===== src/rtl/sprite_controller.sv =====
// Drives the VGA sprite display register window: boots both bitmaps and positions,
// then rewrites the four sprite positions once per vsync interrupt.
module sprite_controller #(
    parameter int unsigned SHIP_STEP   = 4,
    parameter int unsigned PLANET_STEP = 2,
    parameter int unsigned INIT_SHIP_X = 312,
    parameter int unsigned INIT_SHIP_Y = 440,
    parameter int unsigned PLANET_Y    = 40,
    parameter int unsigned X_MAX       = 624,
    parameter int unsigned Y_MAX       = 464
) (
    input  logic        clk,
    input  logic        reset,
    input  logic        btn_left,
    input  logic        btn_right,
    input  logic        btn_up,
    input  logic        btn_down,
    input  logic        interrupt_vsync,
    output logic        write_enable,
    output logic [5:0]  address,
    output logic [15:0] data_out,
    output logic        ready
);

    typedef enum logic [2:0] {BOOT_BMP, BOOT_POS, IDLE, COMPUTE, WR_POS, WAIT_CLR} state_t;
    typedef enum logic {DIR_POS, DIR_NEG} dir_t;

    localparam logic [10:0] SSTEP = 11'(SHIP_STEP);
    localparam logic [10:0] PSTEP = 11'(PLANET_STEP);
    localparam logic [10:0] XMAX  = 11'(X_MAX);
    localparam logic [10:0] YMAX  = 11'(Y_MAX);

    state_t      state_q;
    dir_t        dir_q, dir_d;
    logic [4:0]  idx_q;
    logic [1:0]  phase_q;
    logic [4:0]  sync1_q, sync2_q;
    logic [9:0]  ship_x_q, ship_y_q, planet_x_q;
    logic [9:0]  ship_x_d, ship_y_d, planet_x_d;
    logic [5:0]  wr_addr_d;
    logic [15:0] wr_data_d;
    logic        s_left, s_right, s_up, s_down, s_irq;
    logic [10:0] pl_ext;

    assign {s_irq, s_down, s_up, s_right, s_left} = sync2_q;

    function automatic logic [9:0] axis_step(input logic [9:0] pos, input logic dec,
                                             input logic inc, input logic [10:0] lim);
        logic [10:0] p;
        logic [10:0] s;
        p = {1'b0, pos};
        s = p + SSTEP;
        axis_step = pos;
        if (dec && !inc)
            axis_step = (p < SSTEP) ? '0 : 10'(p - SSTEP);
        else if (inc && !dec)
            axis_step = (s > lim) ? 10'(lim) : 10'(s);
    endfunction

    always_comb begin
        ship_x_d   = axis_step(ship_x_q, s_left, s_right, XMAX);
        ship_y_d   = axis_step(ship_y_q, s_up, s_down, YMAX);
        pl_ext     = {1'b0, planet_x_q};
        planet_x_d = planet_x_q;
        dir_d      = dir_q;
        if (dir_q == DIR_POS) begin
            if (pl_ext + PSTEP >= XMAX) begin
                planet_x_d = 10'(XMAX);
                dir_d      = DIR_NEG;
            end else begin
                planet_x_d = 10'(pl_ext + PSTEP);
            end
        end else begin
            if (pl_ext <= PSTEP) begin
                planet_x_d = '0;
                dir_d      = DIR_POS;
            end else begin
                planet_x_d = 10'(pl_ext - PSTEP);
            end
        end

        wr_addr_d = 6'h20 | {4'b0, idx_q[1:0]};
        case (idx_q[1:0])
            2'd0:    wr_data_d = {6'b0, ship_x_q};
            2'd1:    wr_data_d = {6'b0, ship_y_q};
            2'd2:    wr_data_d = {6'b0, planet_x_q};
            default: wr_data_d = {6'b0, 10'(PLANET_Y)};
        endcase
        if (state_q == BOOT_BMP) begin
            wr_addr_d = {1'b0, idx_q};
            wr_data_d = idx_q[4] ? 16'hFFFF : (16'h0001 << idx_q[3:0]);
        end
    end

    always_ff @(posedge clk) begin
        if (reset) begin
            state_q      <= BOOT_BMP;
            dir_q        <= DIR_POS;
            idx_q        <= '0;
            phase_q      <= '0;
            sync1_q      <= '0;
            sync2_q      <= '0;
            ship_x_q     <= 10'(INIT_SHIP_X);
            ship_y_q     <= 10'(INIT_SHIP_Y);
            planet_x_q   <= '0;
            write_enable <= 1'b0;
            address      <= '0;
            data_out     <= '0;
            ready        <= 1'b0;
        end else begin
            sync1_q <= {interrupt_vsync, btn_down, btn_up, btn_right, btn_left};
            sync2_q <= sync1_q;
            case (state_q)
                BOOT_BMP, BOOT_POS, WR_POS: begin
                    // phase_q names the phase being presented after this edge: 0 SETUP, 1 STROBE, 2 HOLD
                    address      <= wr_addr_d;
                    data_out     <= wr_data_d;
                    write_enable <= (phase_q == 2'd1);
                    if (phase_q == 2'd2) begin
                        phase_q <= '0;
                        idx_q   <= idx_q + 5'd1;
                        if (state_q == BOOT_BMP && idx_q == 5'd31) begin
                            state_q <= BOOT_POS;
                            idx_q   <= '0;
                        end else if (state_q != BOOT_BMP && idx_q == 5'd3) begin
                            state_q <= (state_q == BOOT_POS) ? IDLE : WAIT_CLR;
                            idx_q   <= '0;
                        end
                    end else begin
                        phase_q <= phase_q + 2'd1;
                    end
                end
                IDLE: begin
                    ready <= !s_irq;
                    if (s_irq) state_q <= COMPUTE;
                end
                COMPUTE: begin
                    // The COMPUTE edge also presents SETUP of the first position write.
                    ship_x_q     <= ship_x_d;
                    ship_y_q     <= ship_y_d;
                    planet_x_q   <= planet_x_d;
                    dir_q        <= dir_d;
                    address      <= 6'h20;
                    data_out     <= {6'b0, ship_x_d};
                    write_enable <= 1'b0;
                    idx_q        <= '0;
                    phase_q      <= 2'd1;
                    state_q      <= WR_POS;
                end
                WAIT_CLR: begin
                    if (!s_irq) state_q <= IDLE;
                end
                default: state_q <= BOOT_BMP;
            endcase
        end
    end

endmodule


===== config.mk =====
export PLATFORM = sky130hd
export DESIGN_NAME = sprite_controller
export DESIGN_NICKNAME = d
export VERILOG_FILES = /design/src/rtl/sprite_controller.sv
export SDC_FILE = /design/constraint.sdc
export NUM_CORES = 1
export LEC_CHECK = 0
export CAP_MARGIN = 30
export CORE_MARGIN = 3
export CORE_UTILIZATION = 60
export CTS_CLUSTER_DIAMETER = 150
export CTS_CLUSTER_SIZE = 16
export DETAILED_ROUTE_END_ITERATION = 7
export PLACE_DENSITY = 0.84
export SYNTH_ARGS = -nofsm -noshare
export SYNTH_HDL_FRONTEND = slang
export SYNTH_SLANG_ARGS = --single-unit

===== constraint.sdc =====
create_clock -name clk -period 2.8 [get_ports clk]
set_input_delay 0.42 -clock clk [delete_from_list [all_inputs] [get_ports clk]]
set_output_delay 0.42 -clock clk [all_outputs]
set_load 0.005 [all_outputs]

# [Word level (Yosys, flattened, before mapping)]
# Index checks and enable logic that the tools add are counted.
[totals] wordCells=97 reg_bits=75 output_inout_bits=24
[op_classes] order_cmp=6 add_sub_neg=8 muxes=34 eq_ne=15 n_shift=1 n_reduce_logical=20
[op_table] op="10-bit two-way mux" n=11
[op_table] op="16-bit two-way mux" n=2
[op_table] op="16-bit case mux with 2 select lines" n=1
[op_table] op="10-bit case mux with 3 select lines" n=1
[op_table] op="10-bit by 3-bit adder with 11-bit output, second input constant" n=2
[op_table] op="10-bit by 3-bit less-than comparator with 1-bit output, second input constant" n=2
[op_table] op="10-bit by 3-bit subtractor with 10-bit output, second input constant" n=2
[op_table] op="3-bit two-way mux" n=6
[op_table] op="1-bit by 4-bit << shifter with 16-bit output, first input constant" n=1
[op_table] op="5-bit two-way mux" n=3
[op_table] op="3-bit case mux with 4 select lines" n=1
[op_table] op="6-bit case mux with 2 select lines" n=1
[op_table] op="10-bit by 2-bit adder with 11-bit output, second input constant" n=1
[op_table] op="11-bit by 10-bit >= comparator with 1-bit output, second input constant" n=1
[op_table] op="11-bit by 10-bit greater-than comparator with 1-bit output, second input constant" n=1
[op_table] op="11-bit by 9-bit greater-than comparator with 1-bit output, second input constant" n=1
[op_table] op="10-bit by 2-bit <= comparator with 1-bit output, second input constant" n=1
[op_table] op="5-bit case mux with 2 select lines" n=1
[op_table] op="10-bit by 2-bit subtractor with 10-bit output, second input constant" n=1
[op_table] op="3-bit by 2-bit == test with 1-bit output, second input constant" n=2
[op_table] op="3-bit == test, second input constant" n=2
[op_table] op="1-bit logical AND" n=6
[op_table] op="6-bit two-way mux" n=1
[op_table] op="2-bit inequality test, second input constant" n=3
[op_table] op="other kinds (20)" n=30

# [Logic depth before layout (Yosys ltp)]
[depth] word_depth=6 ltp_mapped=10 depth_no_buf=8

# [Worst setup path before layout]
# OpenSTA, ideal clock, no wires.
[synth_path] path_kind="flip-flop to flip-flop" startpoint="register ship_x_q[2]" endpoint="register data_out[9]" period_less_slack_ns=2.225 setup_time_ns=0.067 setup_slack_ns=0.575 path_stages_with_launch=10 n_path_buf=2 arrival_time_ns=2.157 cell_sequence="dfxtp_1 -> clkbuf_1 -> inv_1 -> ha_1 -> clkbuf_1 -> or4_1 -> a21oi_1 -> nor3_1 -> or3_1 -> a21oi_2"
[synth_between] elab_chain_len=6 word_cells_on_any_way=9 cone_classes="2 x add/sub; 2 x order compare; 5 x mux"
[synth_rtl] element="start, declared" line="38" rtl="logic [9:0] ship_x_q, ship_y_q, planet_x_q;"
[synth_rtl] element="start signal, assigned" line="103" rtl="ship_x_q <= 10'(INIT_SHIP_X);"
[synth_rtl] element="start signal, assigned" line="139" rtl="ship_x_q <= ship_x_d;"
[synth_rtl] element="10-bit by 3-bit adder with 11-bit output" line="52" rtl="s = p + SSTEP;"
[synth_rtl] element="11-bit by 10-bit greater-than comparator with 1-bit output" line="57" rtl="axis_step = (s > lim) ? 10'(lim) : 10'(s);"
[synth_rtl] element="10-bit two-way mux" line="57"
[synth_rtl] element="10-bit two-way mux" line="56" rtl="else if (inc && !dec)"
[synth_rtl] element="10-bit two-way mux (*)" line="54" rtl="if (dec && !inc)"
[synth_rtl] element="16-bit case mux with 2 select lines (*)" line="113" rtl="case (state_q)"
[synth_rtl] element="end signal, assigned" line="117" rtl="data_out <= wr_data_d;"
[synth_rtl] element="end signal, assigned" line="144" rtl="data_out <= {6'b0, ship_x_d};"
[synth_rtl] element="end, declared" line="21" rtl="output logic [15:0] data_out,"
# Mark *: on every way between the ends. The rest lies on a longest branch, timed or not.
# A chain may end at the register's enable or synchronous reset.

# [Final worst setup path]
[layout_path] startpoint="register planet_x_q[3]" endpoint="register planet_x_q[5]"
[layout_between] elab_chain_len=4 word_cells_on_any_way=7 cone_classes="2 x add/sub; 2 x order compare; 3 x mux"
[layout_rtl] element="start, declared" line="38"
[layout_rtl] element="start signal, assigned" line="141" rtl="planet_x_q <= planet_x_d;"
[layout_rtl] element="10-bit by 2-bit adder with 11-bit output" line="71" rtl="planet_x_d = 10'(pl_ext + PSTEP);"
[layout_rtl] element="11-bit by 10-bit >= comparator with 1-bit output" line="67" rtl="if (pl_ext + PSTEP >= XMAX) begin"
[layout_rtl] element="10-bit two-way mux" line="67"
[layout_rtl] element="10-bit two-way mux (*)" line="66" rtl="if (dir_q == DIR_POS) begin"
# Marked as above.

==> results.cfg <==
[yosys]
synth_top_area_cell = dfxtp_1
synth_seq_cells = 71
netlist.area_leader.share = 0.290
syn-num-nets = 689
synthesis.area_um2 = 4900
synth_cells = 665
ys.flop_type = dfxtp_1
synthTopCellsByArea = dfxtp_1 (29%), a21oi_1 (5.6%), nor2_1 (5.3%), clkbuf_1 (4.6%), ha_1 (4.3%)
post_synth.cell_area_avg_um2 = 7.36
async_flop_share = 0
ys.warnings.count = 0
synth_edf_count = 0
yosysUniqueCellTypes = 65
yosysSeqAreaShare = 0.290

[min_path]
hp-class = flip-flop to flip-flop
min_from = sync1_q[1]

[floorplanning]
die-area_um2 = 9280
rows = 32
die_w_um = 96.3
start_util = 0.627
core_area_um2 = 7810
io_pins = 31
die_h_um = 96.3

[drt]
drt_pass1_iterations = 6
drc = 0
num_vias = 5123
drt-initial-drc-count = 482
routedWlPerCell_um = 17.3
drtAntennaViolNets = 0
wl_mm = 13.1
via_per_inst = 6.74

[setup_path]
cp-start-kind = flip-flop
crit_chain = nand3_1 > or4_1 > a21oi_1 > o21ai_2 > a211o_1 > a21oi_1
crit_required_ns = 3.09
worst-path-max-fanout = 17
path_buf_inv = 0
cp-end-kind = flip-flop
path_delay_family = simple AND/OR/NAND/NOR gates
slowest_stage = dfxtp_1
slowest_delay_ns = 0.67
critPathArrivalTime_ns = 2.70
timing.rr.start = planet_x_q[3]
worstSetupStartpoint = planet_x_q[3]
crit_top_cell = a21oi_1
path_class = flip-flop to flip-flop

[global_routing]
use_met3 = 0.0532
met2_usage = 0.436
antenna_found_initial = 0
grt_usage = 0.297
met1_usage = 0.412
grt_pass1_vias = 4539
grt-busiest-layer = met2
overflow = 0
grt_pass1_wl_mm = 21.8
grt_start_max_net_pins = 40

[clock_tree]
h-tree-depth = 3
cts_resized = 0
clk_latency_ns = 0.36
tritoncts = yes
cts_setup_buffers = 0
clockBufferDepth = 2
path_clk_slew_ns = 0.08
tritoncts.num_buffers = 9
cts.sinks = 71
cts_root_buf = clkbuf_8
holdBufCountCts = 0

[cells_and_area]
diodes = 0
final_nets = 678
instances_no_fill = 760
area_delta_synth_final_pct = 9.45
final_area_um2 = 5360
drive_above_1_share = 0.0593
final_common_cell = dfxtp_1
final_cell_mix = dfxtp_1 (71), nor2_1 (69), a21oi_1 (55)
fin_util = 0.687

[timing]
final-setup-viol-count = 0
slew_viol_final = 0
hold_viol_final = 0
finalCritPeriodShare = 0.863
tightest_slew_ns = 0.891
skew_ns = 0.00691
rsz0062_at_grt = no
final.setup.tns_ns = 0
slew_headroom = 0.400
max_freq_mhz = 414
fin_crit_ns = 2.42

[placement]
place_inst = 745
placed_cell_area_um2 = 5170
hpwl_mm = 9.04
io_buffers = 30
routabilityCongestion = 0.971

[run_status]
status = completed

[power]
p_per_area_nw_per_um2 = 392
p_leak_nw = 1.88
worst_ir_drop_vdd_mv = 0.350

[flow_run]
cap_viol_max_count = 0
## logic make-up (layout without fill, tap and decap cells)
family,Yosys count,in the layout,share of synthesized area
simple gates,261,261,0.273
compound gates,216,216,0.302
buf+inv,87,80,0.0672
flops,71,71,0.290
fa+ha+maj,17,17,0.0434
xor+xnor,8,8,0.0143
mux,5,5,0.0102
## stage by stage
step	power (mW)	setup WS, ns	hold WS, ns
after detailed placement	1.30	0.465	0.427
after floorplan	1.24	0.575	0.414
after global routing	2.17	0.220	0.452
after global placement	1.30	0.538	0.418
after CTS	2.10	0.445	0.444
final	2.10	0.385	0.440
## metal layers
layer,wire [um],vias up
li1,-,2441
met1,5510,2345
met2,5870,299
met3,1370,38
met4,383,0
met5,0,-
## cell type report
type | instances | area (um^2)
multi-input cells | 507 | 3160
fillers | 655 | 2450
flip-flops and latches | 71 | 1420
repair buffers | 41 | 378
well taps | 102 | 128
clock buffers | 9 | 124
inverters | 24 | 90.1
clock inverters | 6 | 62.6
## synthesized netlist by cell type, drive strengths merged (9+ instances only)
master   n
a211oi   9
a21oi   56
a221oi  10
a311oi   9
a31oi   10
clkbuf  60
dfxtp   71
ha      17
inv     24
nand2   50
nand2b   9
nand3   22
nand3b  10
nor2    69
nor2b   19
nor3    28
o21ai   36
o21bai   9
o31ai    9
## final timing paths
path	end	slack, ns	depth (start not counted)
hold / removal	sync2_q[1]	0.44	1
hold reg to reg	sync2_q[1]	0.44	1
setup / recovery	planet_x_q[5]	0.38	6
setup reg to reg	planet_x_q[5]	0.38	6
## flip-flops by register name (all words and copies together) (netlist names)
| signal | cells |
|---|---|
| idx_q | 5 |
| planet_x_q | 9 |
| write_enable | 1 |
| sync2_q | 5 |
| dir_q | 1 |
| sync1_q | 5 |
| address | 6 |
| ready | 1 |
| state_q | 3 |
| data_out | 16 |
| phase_q | 1 |
| ship_x_q | 10 |
| ship_y_q | 8 |
## where the power goes
| group | leakage (nW) | total, mW | internal, mW | switching [mW] |
|---|---|---|---|---|
| sequential | 0.576 | 1.07 | 1.03 | 0.0369 |
| clock | 0.0871 | 0.816 | 0.403 | 0.413 |
| combinational | 1.21 | 0.214 | 0.0931 | 0.121 |
## worst reg2reg max path: cells and delay by family, from the launching register on
kind / cells / cell delay, ns
AOI/OAI and AO/OA: 4 / 0.76
DFF: 1 / 0.67
and+or+nand+nor: 2 / 0.92
(Power assumes the default switching activity.)
